--- src/rtl/cpu_pkg.sv ---
// Shared constants for the 4-bit CPU: opcodes, sequencer states and the
// bit layout of the decoded control vector.
package cpu_pkg;

    localparam logic [3:0] OP_NOP = 4'h0;
    localparam logic [3:0] OP_LDA = 4'h1;
    localparam logic [3:0] OP_LDB = 4'h2;
    localparam logic [3:0] OP_ADD = 4'h3;
    localparam logic [3:0] OP_SUB = 4'h4;
    localparam logic [3:0] OP_OUT = 4'h5;
    localparam logic [3:0] OP_JMP = 4'h6;
    localparam logic [3:0] OP_JZ  = 4'h7;
    localparam logic [3:0] OP_JC  = 4'h8;
    localparam logic [3:0] OP_HLT = 4'hF;

    typedef enum logic [1:0] {
        S_FETCH   = 2'd0,
        S_DECODE  = 2'd1,
        S_EXECUTE = 2'd2,
        S_HALTED  = 2'd3
    } state_t;

    // Bit positions inside the decoder's control vector.
    localparam int CTL_A    = 0;
    localparam int CTL_B    = 1;
    localparam int CTL_ALU  = 2;
    localparam int CTL_SUB  = 3;
    localparam int CTL_OUT  = 4;
    localparam int CTL_JUMP = 5;
    localparam int CTL_W    = 6;

endpackage

--- src/rtl/instr_decoder.sv ---
// Combinational opcode decoder: maps an opcode and the datapath flags to the
// control vector that the sequencer applies during EXECUTE.
module instr_decoder
    import cpu_pkg::*;
(
    input  logic [3:0]       opcode,
    input  logic             zero_flag,
    input  logic             carry_flag,
    output logic [CTL_W-1:0] ctl
);

    always_comb begin
        // NOTE: the default assignment first means every path drives ctl, so no latch is inferred.
        ctl = '0;
        case (opcode)
            OP_LDA: ctl[CTL_A]    = 1'b1;
            OP_LDB: ctl[CTL_B]    = 1'b1;
            OP_ADD: ctl[CTL_ALU]  = 1'b1;
            OP_SUB: begin
                ctl[CTL_ALU] = 1'b1;
                ctl[CTL_SUB] = 1'b1;
            end
            OP_OUT: ctl[CTL_OUT]  = 1'b1;
            OP_JMP: ctl[CTL_JUMP] = 1'b1;
            OP_JZ:  ctl[CTL_JUMP] = zero_flag;
            OP_JC:  ctl[CTL_JUMP] = carry_flag;
            // NOP, HLT and the undefined opcodes issue no strobe.
            default: ;
        endcase
    end

endmodule

--- src/rtl/control_unit.sv ---
// Instruction sequencer: FETCH/DECODE/EXECUTE loop with a terminal HALTED
// state; drives PC control and one datapath strobe per instruction.
module control_unit
    import cpu_pkg::*;
(
    input  logic       clk,
    input  logic       reset,
    input  logic [7:0] instr_in,
    input  logic       zero_flag,
    input  logic       carry_flag,
    output logic       ir_load_en,
    output logic       jump_en,
    output logic [3:0] jump_addr,
    output logic       halt,
    output logic       a_load_en,
    output logic       b_load_en,
    output logic       alu_load_en,
    output logic       alu_sub,
    output logic       out_load_en,
    output logic [3:0] operand,
    output logic [7:0] ir_out
);

    state_t           state;
    state_t           state_next;
    logic [7:0]       ir;
    logic [CTL_W-1:0] ctl;

    instr_decoder u_decoder (
        .opcode     (ir[7:4]),
        .zero_flag  (zero_flag),
        .carry_flag (carry_flag),
        .ctl        (ctl)
    );

    always_ff @(posedge clk) begin
        // NOTE: non-blocking assignments so every register samples pre-edge values.
        if (!reset) begin
            state <= S_FETCH;
            ir    <= 8'h00;
        end else begin
            state <= state_next;
            if (state == S_FETCH) ir <= instr_in;
        end
    end

    always_comb begin
        state_next  = state;
        ir_load_en  = 1'b0;
        jump_en     = 1'b0;
        halt        = 1'b0;
        a_load_en   = 1'b0;
        b_load_en   = 1'b0;
        alu_load_en = 1'b0;
        alu_sub     = 1'b0;
        out_load_en = 1'b0;
        // While reset is held every control output stays quiet, even in FETCH.
        if (reset) begin
            case (state)
                S_FETCH: begin
                    ir_load_en = 1'b1;
                    state_next = S_DECODE;
                end
                S_DECODE: state_next = S_EXECUTE;
                S_EXECUTE: begin
                    a_load_en   = ctl[CTL_A];
                    b_load_en   = ctl[CTL_B];
                    alu_load_en = ctl[CTL_ALU];
                    alu_sub     = ctl[CTL_SUB];
                    out_load_en = ctl[CTL_OUT];
                    jump_en     = ctl[CTL_JUMP];
                    state_next  = (ir[7:4] == OP_HLT) ? S_HALTED : S_FETCH;
                end
                S_HALTED: halt = 1'b1;
                default:  state_next = S_FETCH;
            endcase
        end
    end

    assign jump_addr = ir[3:0];
    assign operand   = ir[3:0];
    assign ir_out    = ir;

endmodule

--- config.mk ---
export PLATFORM = sky130hd
export DESIGN_NAME = control_unit
export DESIGN_NICKNAME = d
export VERILOG_FILES = /design/src/rtl/cpu_pkg.sv /design/src/rtl/instr_decoder.sv /design/src/rtl/control_unit.sv
export SDC_FILE = /design/constraint.sdc
export NUM_CORES = 1
export LEC_CHECK = 0
export CORE_AREA = 2 2 46 65
export CTS_BUF_LIST = sky130_fd_sc_hd__clkbuf_8
export CTS_CLUSTER_DIAMETER = 200
export CTS_CLUSTER_SIZE = 16
export DETAILED_ROUTE_END_ITERATION = 6
export DIE_AREA = 0 0 48 67
export GPL_TIMING_DRIVEN = 0
export PLACE_DENSITY = 0.56
export SLEW_MARGIN = 20
export SYNTH_ARGS = -nofsm -noshare
export SYNTH_HDL_FRONTEND = slang
export SYNTH_SLANG_ARGS = --single-unit
export TNS_END_PERCENT = 1
--- constraint.sdc ---
create_clock -name clk -period 2.8 [get_ports clk]
set_input_delay 0.7 -clock clk [delete_from_list [all_inputs] [get_ports clk]]
set_output_delay 0.7 -clock clk [all_outputs]
set_load 0.02 [all_outputs]
# Word level (Yosys, flattened, before mapping)
# Cells that the tools add are included.
[classes]
n_eq_ne = 12
n_reduce_logical = 3
muxes = 24
[ops]
columns = ["cell", "n"]
rows = [
  ["$mux W1", 21],
  ["$eq A4 B3 Y1 const B", 4],
  ["$eq A4 B2 Y1 const B", 2],
  ["$eq A4 B4 Y1 const B", 2],
  ["$pmux W2 S3", 1],
  ["$eq A2 B2 Y1 const B", 2],
  ["$eq A4 B1 Y1 const B", 1],
  ["$pmux W1 S3", 1],
  ["$reduce_bool A3 Y1", 1],
  ["$eq A2 B1 Y1 const B", 1],
  ["$logic_not A2 Y1", 1],
  ["$mux W2", 1],
  ["$reduce_or A2 Y1", 1],
]
[word_totals]
ff_bits = 10
input_bits = 12
output_inout_bits = 24
word_cells = 41

# Longest topological paths before layout
# Gate-level depths: netlist of run 1.
[depth]
word_depth = 5
mapped_depth = 5
mapped_depth_nobuf = 5

# Hierarchy
# Synthesis of run 1 repeated with hierarchy kept, for this count alone.
[unflattened]
cells_unflattened = 73
area_unflattened_um2 = 651.9
[by_module_without_submodules]
columns = ["module", "area_each_um2", "instances", "cells_per_inst", "seq_area_each_um2"]
rows = [
  ["control_unit", 566.8, 1, 60, 200.2],
  ["instr_decoder", 85.1, 1, 13, 0.0],
]

# Worst setup path after synthesis of run 1
# No wires, ideal clock.
[synth_timing]
path_type = "in2out"
start = "in reset"
end = "out b_load_en"
t_required_ns = 2.100
arrival_time_ns = 1.595
setup_slack_ns = 0.505
cell_stages = 2
path_buffers = 0
path_cell_list = "nand3b_1 nor4b_1"
[synth_via]
elab_chain_len = 1
[synth_lines]
columns = ["item", "line_no", "rtl"]
rows = [
  ["start, declared", "control_unit.sv:7", "input logic reset,"],
  ["$mux W1", "control_unit.sv:58", "if (reset) begin"],
  ["end, declared", "control_unit.sv:16", "output logic b_load_en,"],
]
# Every way passes these cells.

# Final worst setup path of run 1
[layout_timing]
start = "in reset"
end = "out alu_sub"
[layout_via]
elab_chain_len = 1
[layout_lines]
columns = ["item", "line_no", "rtl"]
rows = [
  ["$mux W1", "control_unit.sv:58", ""],
  ["end, declared", "control_unit.sv:18", "output logic alu_sub,"],
]
# Every way passes these cells.

==> results.txt, run 1 <==
The detailed-route vias per instance came out at 4.12. The clock transition time at the flip-flop clock pins of the worst setup and hold paths is around 50 ps. The number of antenna violations at the first check in global routing came out at 0.

Counting every sink on the clock net gives 10. The maximum frequency from static timing analysis is 372 MHz. The internal power summed over all cells is between 300 and 400 uW. The switching portion of total power came out at 0.280.

The core footprint is 2620 um^2. The length of the first detailed-routing pass in iterations is 2. The number of nets in the layout is about 130. Counting distinct cell types in the post-synthesis netlist gives 25. The placer congestion estimate is 0.765.

The count of boundary I/O pins is 36. The synthesis warning total came out at 0. The max capacitance violation total is 0. The repair_antennas step left the layout with diodes totalling 0. The end-of-flow core utilization is 0.413. The count of fill cells added during filler insertion came out at 250. The signed area change from the synthesized netlist to the final layout is 71.1%.

The number of storage elements in the synthesis netlist is 10. Counting the buffers created by CTS gives 3. The clock insertion delay at the later pin of the skew report came out at approximately 230 ps. The violation count after the first detailed-route iteration is 1.

The required arrival time at the worst endpoint came out at around 2100 ps. After detailed routing, the average wire length per cell comes to 10.8 um. For the pin with the worst max-slew slack, the measured transition is 310 ps.

The peak fanout along the critical path is 5. The number of buffers inserted for hold repair after clock tree synthesis came out at 0. CTS placed an instance of clkbuf_8 at the clock tree root. The worst setup path is launched from a primary input.

The relative slew slack is 0.793. The worst vdd rail ir drop came out at approximately 0.00016 V. The worst-case clock buffer depth came out at 2. After detailed placement, the total cell area comes to 1030 um^2. The share of layout cells above drive strength 1 came out at 0.165. In this run the number of H-tree levels came out at 1.

For this configuration, the core starts out at a cell density of 0.242. The clock tree from TritonCTS is built. The number of pins exceeding their max-slew limit in the final report is 0. For this run the aggregate overflow at the end of global routing stands at 0. Summing all multi-input logic gate instances after layout gives between 300 and 400 um^2. The area of the die came out at 3220 um^2. The routed via count came out at 597. Setup violations remaining at the end of the flow were counted as 0. The critical path is of the primary input to output port type. The half-perimeter wire length of the detailed placement result came out at about 1.3 mm. The post-synthesis net count came out at between 80 and 90. Dividing the final minimum period by the clock period gives 0.961.

The smallest clock period supported by the final layout is computed as 2690 ps. The pin count of the biggest net entering global routing came out at 11. The count of buffers added on input and output ports is 35. Summing all flip-flop and latch instances after layout gives 200 um^2. The buffers inserted during post-CTS setup optimization is 0. Measured along the y axis, the die boundary spans 67 um. With fillers left out, the area of the finished cells amounts to 1080 um^2. The setup clock skew after layout is 1.15 ps. The flow ran to the end, and the final reports show no timing, DRC or antenna violations.

Once detail routing completed, the nets flagged for antenna violations numbered 0. The first global-routing pass estimated 2.46 mm of wire. The proportion of synthesized chip area in sequential cells came out at 0.317. The average cell area after synthesis came out at 9.03 um^2. The chip width came out at ~48 um. Timing analysis after detailed placement gives a worst setup slack of -327 ps. The share of power burned in combinational logic is 0.327. For this design the ratio of total power to cell area is between 400 and 500 nW/um^2. The number of failing hold endpoints at the final stage was 0.

Setup repair after global routing could not meet its margin everywhere. The synthesized netlist occupies a cell area of around 630 um^2. Row generation in the floorplan step produced 22 rows. The reported net switching power is 145 uW. The number of global-route vias before repair came out at 577. The share of power burned in registers is 0.333. The endpoint type of the worst setup path is an output port. Wires add up to ~1.6 mm. In this run the static leakage power is 0.492 nW. Summed over all failing endpoints, the final setup total negative slack is 0 ps. The min-delay analysis places its worst path in the category flop to flop. The global-route usage over all layers is 0.109. The worst path setup slack after routing is 109 ps.

The number of remaining DRC errors came out at 0. The data arrival time of the critical path came out at ~2000 ps. The share of total power dissipated in the clock network is 0.340.

The count of mapped cells out of synthesis is 70.
-- worst max-delay path, cell delays in order --
cell and delay, ps:
clkdlybuf4s50_1 540, nand3b_1 200, nor3_1 200, dlygate4sd2_1 350
-- cells in the final DEF (no fill, tap or decap) --
cell type,count
o21a_1,1
or4_1,1
clkdlybuf4s15_1,2
buf_2,2
o211a_1,2
nor2_1,1
clkbuf_8,4
clkbuf_4,1
nor2b_1,9
nor3_1,3
and3b_1,1
inv_1,4
dlygate4sd2_1,5
dfxtp_1,10
and2_1,2
nand3_1,1
a21boi_1,1
nand2_2,1
clkbuf_2,1
clkdlybuf4s50_1,27
or2b_1,1
mux2i_1,8
ha_1,4
o22ai_1,1
nor4_1,2
nand2_1,2
buf_4,8
a21oi_1,1
nand3b_1,2
nor4b_2,1
-- cells in the mapped netlist --
| cell | instances | area share |
|---|---|---|
| o21a_1 | 1 | 0.012 |
| buf_4 | 8 | 0.095 |
| ha_1 | 4 | 0.079 |
| and3b_1 | 1 | 0.014 |
| or2b_1 | 1 | 0.012 |
| nand3b_1 | 2 | 0.024 |
| nor2_1 | 1 | 0.0059 |
| mux2i_1 | 8 | 0.13 |
| nand2_2 | 1 | 0.0099 |
| nor2b_1 | 9 | 0.089 |
| o22ai_1 | 1 | 0.0099 |
| nor4b_1 | 1 | 0.014 |
| a21oi_1 | 1 | 0.0079 |
| and2_1 | 2 | 0.020 |
| nand2_1 | 2 | 0.012 |
| or4_1 | 1 | 0.012 |
| dfxtp_1 | 10 | 0.32 |
| a21boi_1 | 1 | 0.012 |
| buf_2 | 2 | 0.016 |
| o211a_1 | 2 | 0.032 |
| nand3_1 | 1 | 0.0079 |
| nor3_1 | 3 | 0.024 |
| clkbuf_1 | 1 | 0.0059 |
| inv_1 | 4 | 0.024 |
| nor4_1 | 2 | 0.020 |
-- area by class of cell --
cell class / count / area share
repair buffers: 35 / 0.314
well taps: 36 / 0.0417
multi-input cells: 45 / 0.323
flip-flops and latches: 10 / 0.185
inverters: 4 / 0.0139
clock buffers: 4 / 0.0509
plain buffers: 11 / 0.0718
-- timing repair --
item                                    in CTS  in global routing
resized for setup                           11                  5
pin swaps                                    0                  0
endpoints found under the setup margin       8                  3
-- sequential cells by signal (all words and copies together) (netlist names) --
| signal | count |
|---|---|
| state | 2 |
| ir_out | 8 |
-- path summary, 6_finish.rpt --
kind                                        startpoint                      to  slack [ps]  cells past startpoint
worst max register to register   state[1]$_SDFFE_PN0P_   state[1]$_SDFFE_PN0P_        1330                      5
worst min-delay path            ir_out[3]$_SDFFE_PN0N_  ir_out[3]$_SDFFE_PN0N_         550                      2
worst max-delay path                             reset                 alu_sub         110                      4
worst min register to register  ir_out[3]$_SDFFE_PN0N_  ir_out[3]$_SDFFE_PN0N_         550                      2
-- power by group through the flow --
stage          clock (mW)  sequential, mW  combinational, mW
4_1_cts             0.185           0.172              0.172
5_1_grt             0.193           0.174              0.186
2_1_floorplan           0           0.185             0.0867
3_3_place_gp            0           0.174              0.170
3_5_place_dp            0           0.175              0.172
6_report            0.177           0.173              0.170
-- through the flow --
step	std cells	hold WS [ps]	total power, mW
2_1_floorplan	70	559	0.272
3_3_place_gp	141	541	0.345
3_5_place_dp	141	554	0.347
4_1_cts	145	558	0.529
5_1_grt	145	599	0.553
6_report	145	548	0.519
-- kinds of logic (layout without fill, tap and decap cells) --
family | Yosys count | count (layout) | synth area share
AND/OR/NAND/NOR | 27 | 27 | 0.263
multiplexers | 8 | 8 | 0.127
buffers and inverters | 15 | 54 | 0.141
AO/OA/AOI/OAI | 6 | 6 | 0.0733
adder cells (fa/ha/maj) | 4 | 4 | 0.0792
flip-flops | 10 | 10 | 0.317
-- per-layer routing --
layer  wire length [um]  GRT usage  vias to the layer above
li1                   -          -                      310
met1                654      0.109                      261
met2                774      0.190                       24
met3                123     0.0298                        2
met4                 10     0.0608                        0
met5                  0          0                        -
(Power assumes the default switching activity.)
==> inputs of run 2 (changes only) <==
--- a/config.mk
+++ b/config.mk
@@ -5,16 +5,17 @@
 export SDC_FILE = /design/constraint.sdc
 export NUM_CORES = 1
 export LEC_CHECK = 0
-export CORE_AREA = 2 2 46 65
+export CORE_AREA = 2 2 47 66
 export CTS_BUF_LIST = sky130_fd_sc_hd__clkbuf_8
 export CTS_CLUSTER_DIAMETER = 200
 export CTS_CLUSTER_SIZE = 16
 export DETAILED_ROUTE_END_ITERATION = 6
-export DIE_AREA = 0 0 48 67
+export DIE_AREA = 0 0 49 68
 export GPL_TIMING_DRIVEN = 0
-export PLACE_DENSITY = 0.56
+export PLACE_DENSITY = 0.55
 export SLEW_MARGIN = 20
 export SYNTH_ARGS = -nofsm -noshare
 export SYNTH_HDL_FRONTEND = slang
+export SYNTH_HIERARCHICAL = 1
 export SYNTH_SLANG_ARGS = --single-unit
 export TNS_END_PERCENT = 1
==> constraint.sdc (replaced) <==
create_clock -name clk -period 3.2 [get_ports clk]
set_input_delay 0.8 -clock clk [delete_from_list [all_inputs] [get_ports clk]]
set_output_delay 0.8 -clock clk [all_outputs]
set_load 0.02 [all_outputs]
==> run 2 against run 1 <==
  * Hold slack worse by 1.8 ps
  * Final cell count up 2.1%
  * Via count up 8.2%
  * Cell area up 0.81%
  * Critical path type unchanged
==> results.txt, run 2 <==
The total of buffers placed on input and output ports came out at 35 (unchanged). The count of boundary I/O pins is 36 (unchanged). The share of Yosys cell area claimed by the top area cell type is 0.307 (-0.00973). The proportion of synthesized chip area in sequential cells is 0.307 (-0.00973).

The clock insertion delay at the later pin of the skew report came out at 230 ps (about the same). The routed wire length per instance was 11.1 um (+2.9%). Summed over all instances, the cell type with the most area after synthesis is dfxtp_1.

The top flip-flop cell by instance count after synthesis is dfxtp_1. In the layout the commonest cells are 35 x clkdlybuf4s50_1, 10 x nor2_1, 10 x dfxtp_1. The number of remaining DRC errors is 0 (unchanged). The final antenna diode count is 0 (unchanged).

By area the synthesized netlist is led by dfxtp_1 31%, mux2i_1 12%, buf_4 9.2%, ha_1 7.7%, and3_2 6.9%. The number of flops mapped to enable cells by yosys came to 0 (unchanged). The share of layout cells above drive strength 1 is 0.198 (+0.0331). The count of mapped cells out of synthesis is 73 (+4.3%). The peak fanout along the critical path was 10 (+5). The final setup violation count is 0 (unchanged). The fraction of the cycle the final worst path needs is 0.964. The number of buffers inserted for hold repair after clock tree synthesis is 0 (unchanged). The critical path's largest stage delay came out at 590 ps (+50 ps). The overall die height is 68 um (+1.5%).

The share of the synthesized netlist area taken by xor and xnor gates is 0 (unchanged). Subtracting the final worst setup slack from the clock period gives about 3100 ps. The slowest stage of the critical path is the clkdlybuf4s50_1 cell. The number of nets in the layout came out at 129 (+2.4%). The aggregate negative setup slack is 0 ps (unchanged). The global-route usage over all layers is 0.107 (-0.00249).

The tightest min-delay check is of the flop to flop type. The power per cell area is 395 nW/um^2 (-18%). The required arrival time at the worst endpoint came out at 2400 ps (+300 ps). The transition time at the pin with the least slew margin is 410 ps (+99.9 ps). The root buffer cell chosen for the clock tree is clkbuf_8. The count of fill cells added during filler insertion was 303 (+21%). The number of buffers and inverters on the critical path came out at 3 (+1). The synthesis warning total is 6 (+6).

The routed via count came to 646 (+8.2%). The count of H-tree levels built during CTS is 1 (unchanged). The cell area after synthesis is 652 um^2 (+3.2%). The kind of critical path is primary input to output port. The signed area change from the synthesized netlist to the final layout came out at 67.2%. The pin count of the biggest net entering global routing came out at 13 (+2).

The count of cells along the worst hold path is 2 (unchanged). TritonCTS built the clock tree. The chip width came out at 49 um (+2.1%). The number of core rows is 23 (+4.5%). The mux contribution to synthesized area is 0.123 (-0.00389). The number of failing hold endpoints at the final stage is 0 (unchanged). The area of the die came to 3330 um^2 (+3.6%).

Traced cell by cell, the critical path runs through clkdlybuf4s50_1 > clkbuf_2 > and3_2 > clkdlybuf4s50_1. The library cell used most frequently in the layout, excluding fill and tap cells, is clkdlybuf4s50_1. The post-synthesis net count is 89 (+3.5%). The share of synthesized cell area in and, or, nand and nor gates came to 0.315 (+0.0514). The number of flip-flops in the largest register is 8 (unchanged).

The number of routed nets with antenna violations came out at 0 (unchanged). The number of storage elements in the synthesis netlist came out at 10 (unchanged). The number of antenna violations at the first check in global routing is 0 (unchanged). The total grt overflow is 0 (unchanged).

The share of synthesized flip-flops with an asynchronous set or reset came out at 0 (unchanged). The area share of fa/ha/maj cells after synthesis was 0.0768 (-0.00243). The placer congestion estimate came out at 0.653 (-15%). The global-route wire length before repair came out at 2.79 mm (+13%). After synthesis, the largest family of logic cells by area is simple AND/OR/NAND/NOR gates. The maximum frequency from static timing analysis came out at 324 MHz. By count the netlist is led by 10 x dfxtp_1, 10 x nor2_1, 8 x buf_4, 8 x mux2i_1, 6 x and3_2.

The core footprint is 2790 um^2 (+6.7%). The relative slew slack is 0.726 (-0.0667). The run finished with clean final reports. Setup repair after global routing left no endpoint under its margin. The worst-case clock buffer depth is 2 (unchanged). The clock transition time at the flip-flop clock pins of the worst setup and hold paths came out at 40 ps (about the same). The initial core utilization came to 0.234 (-0.00810). The half-perimeter wire length of the detailed placement result came out at 1.21 mm (-3.1%). The number of sinks handled by clock tree synthesis was 10 (unchanged). The buffers inserted during post-CTS setup optimization was 0 (unchanged). The average cell area after synthesis came out at 8.93 um^2 (-1.1%). The setup clock skew after layout came out at 1.46 ps (+0.307 ps).

The number of gates resized after cts came out at 0 (-11). The worst vdd rail ir drop came out at 0.000262 V (+63%). The post-synthesis compound-gate area fraction is 0.0537 (-0.0195). The number of buffers added by the clock tree synthesis step came out at 3 (unchanged).

The overall routed net length was 1.64 mm (+5.1%). The length of the first detailed-routing pass in iterations is 4 (+2). The detailed-route vias per instance is 4.36 (+6.0%). The sort of element at the start of the critical path is a primary input.

The total leakage power came out at 0.466 nW (-5.1%). The distinct cell type count of the synthesized netlist came out at 25 (unchanged). The violation count after the first detailed-route iteration came to 9 (+8). The number of global-route vias before repair is 651 (+13%). The cell family contributing the most delay on the critical path is buffers and inverters. Counting stages on the worst path, the most repeated cell is clkdlybuf4s50_1. The smallest hold slack came out at 546 ps (-1.80 ps). The data arrival time of the critical path is 2280 ps (+290 ps). The number of pins exceeding their max-slew limit in the final report came out at 0 (unchanged).

The max capacitance violation total is 0 (unchanged). STA classifies the critical path endpoint as an output port. The instance count on the critical path came out at 4 (unchanged). The number of cell instances on the worst register-to-register path came out at 5 (unchanged).
## run 2: metal layers
layer / part of all wire / vias to the layer above / track usage
li1: - / 326 / -
met3: 0.093 / 2 / 0.0349
met4: 0.0049 / 0 / 0.0536
met2: 0.44 / 32 / 0.192
met1: 0.46 / 286 / 0.112
met5: 0 / - / 0
## run 2: cells by family after synthesis
family / after synthesis
fa+ha+maj: 4
simple gates: 34
buf+inv: 13
compound gates: 4
mux: 8
flops: 10
## run 2: per-stage QoR
| stage | cell area (um^2) | power [mW] | setup slack [ps] | util | cells |
|---|---|---|---|---|---|
| floorplan | 652 | 0.242 | 1050 | - | 73 |
| global placement | 1050 | 0.307 | 105 | 0.376 | 145 |
| detailed placement | 1050 | 0.308 | 97.7 | 0.376 | 145 |
| CTS | 1090 | 0.437 | 98.3 | 0.390 | 148 |
| global route | 1090 | 0.456 | 13.7 | 0.390 | 148 |
| finish | 1090 | 0.430 | 116 | 0.390 | 148 |
## run 2: worst min-delay path: cells and delay by family, from the launching register on
kind          cells  cell delay, ps
mux               1             120
simple gates      1              40
flops             1             330
## run 2: worst paths after layout
| kind | slack, ps | end | startpoint |
|---|---|---|---|
| max reg2reg | 1830 | state[0]$_SDFFE_PN0P_ | state[0]$_SDFFE_PN0P_ |
| max | 120 | alu_load_en | reset |
| min reg2reg | 550 | ir_out[0]$_SDFFE_PN0N_ | ir_out[0]$_SDFFE_PN0N_ |
| min | 550 | ir_out[0]$_SDFFE_PN0N_ | ir_out[0]$_SDFFE_PN0N_ |
## run 2: power by group
part / switching (mW) / internal (mW) / total [mW]
Combinational: 0.0650 / 0.0823 / 0.147
Clock: 0.0435 / 0.0819 / 0.125
Sequential: 0.0207 / 0.137 / 0.158
## run 2: layout make-up
type / instances / area, um^2 / share of cell area
buffer: 10 / 70.1 / 0.0643
clock buffer: 3 / 41.3 / 0.0379
inverter: 3 / 11.3 / 0.0103
multi-input combinational: 50 / 370 / 0.340
sequential: 10 / 200 / 0.184
tap: 37 / 46.3 / 0.0425
timing repair buffer: 35 / 350 / 0.321
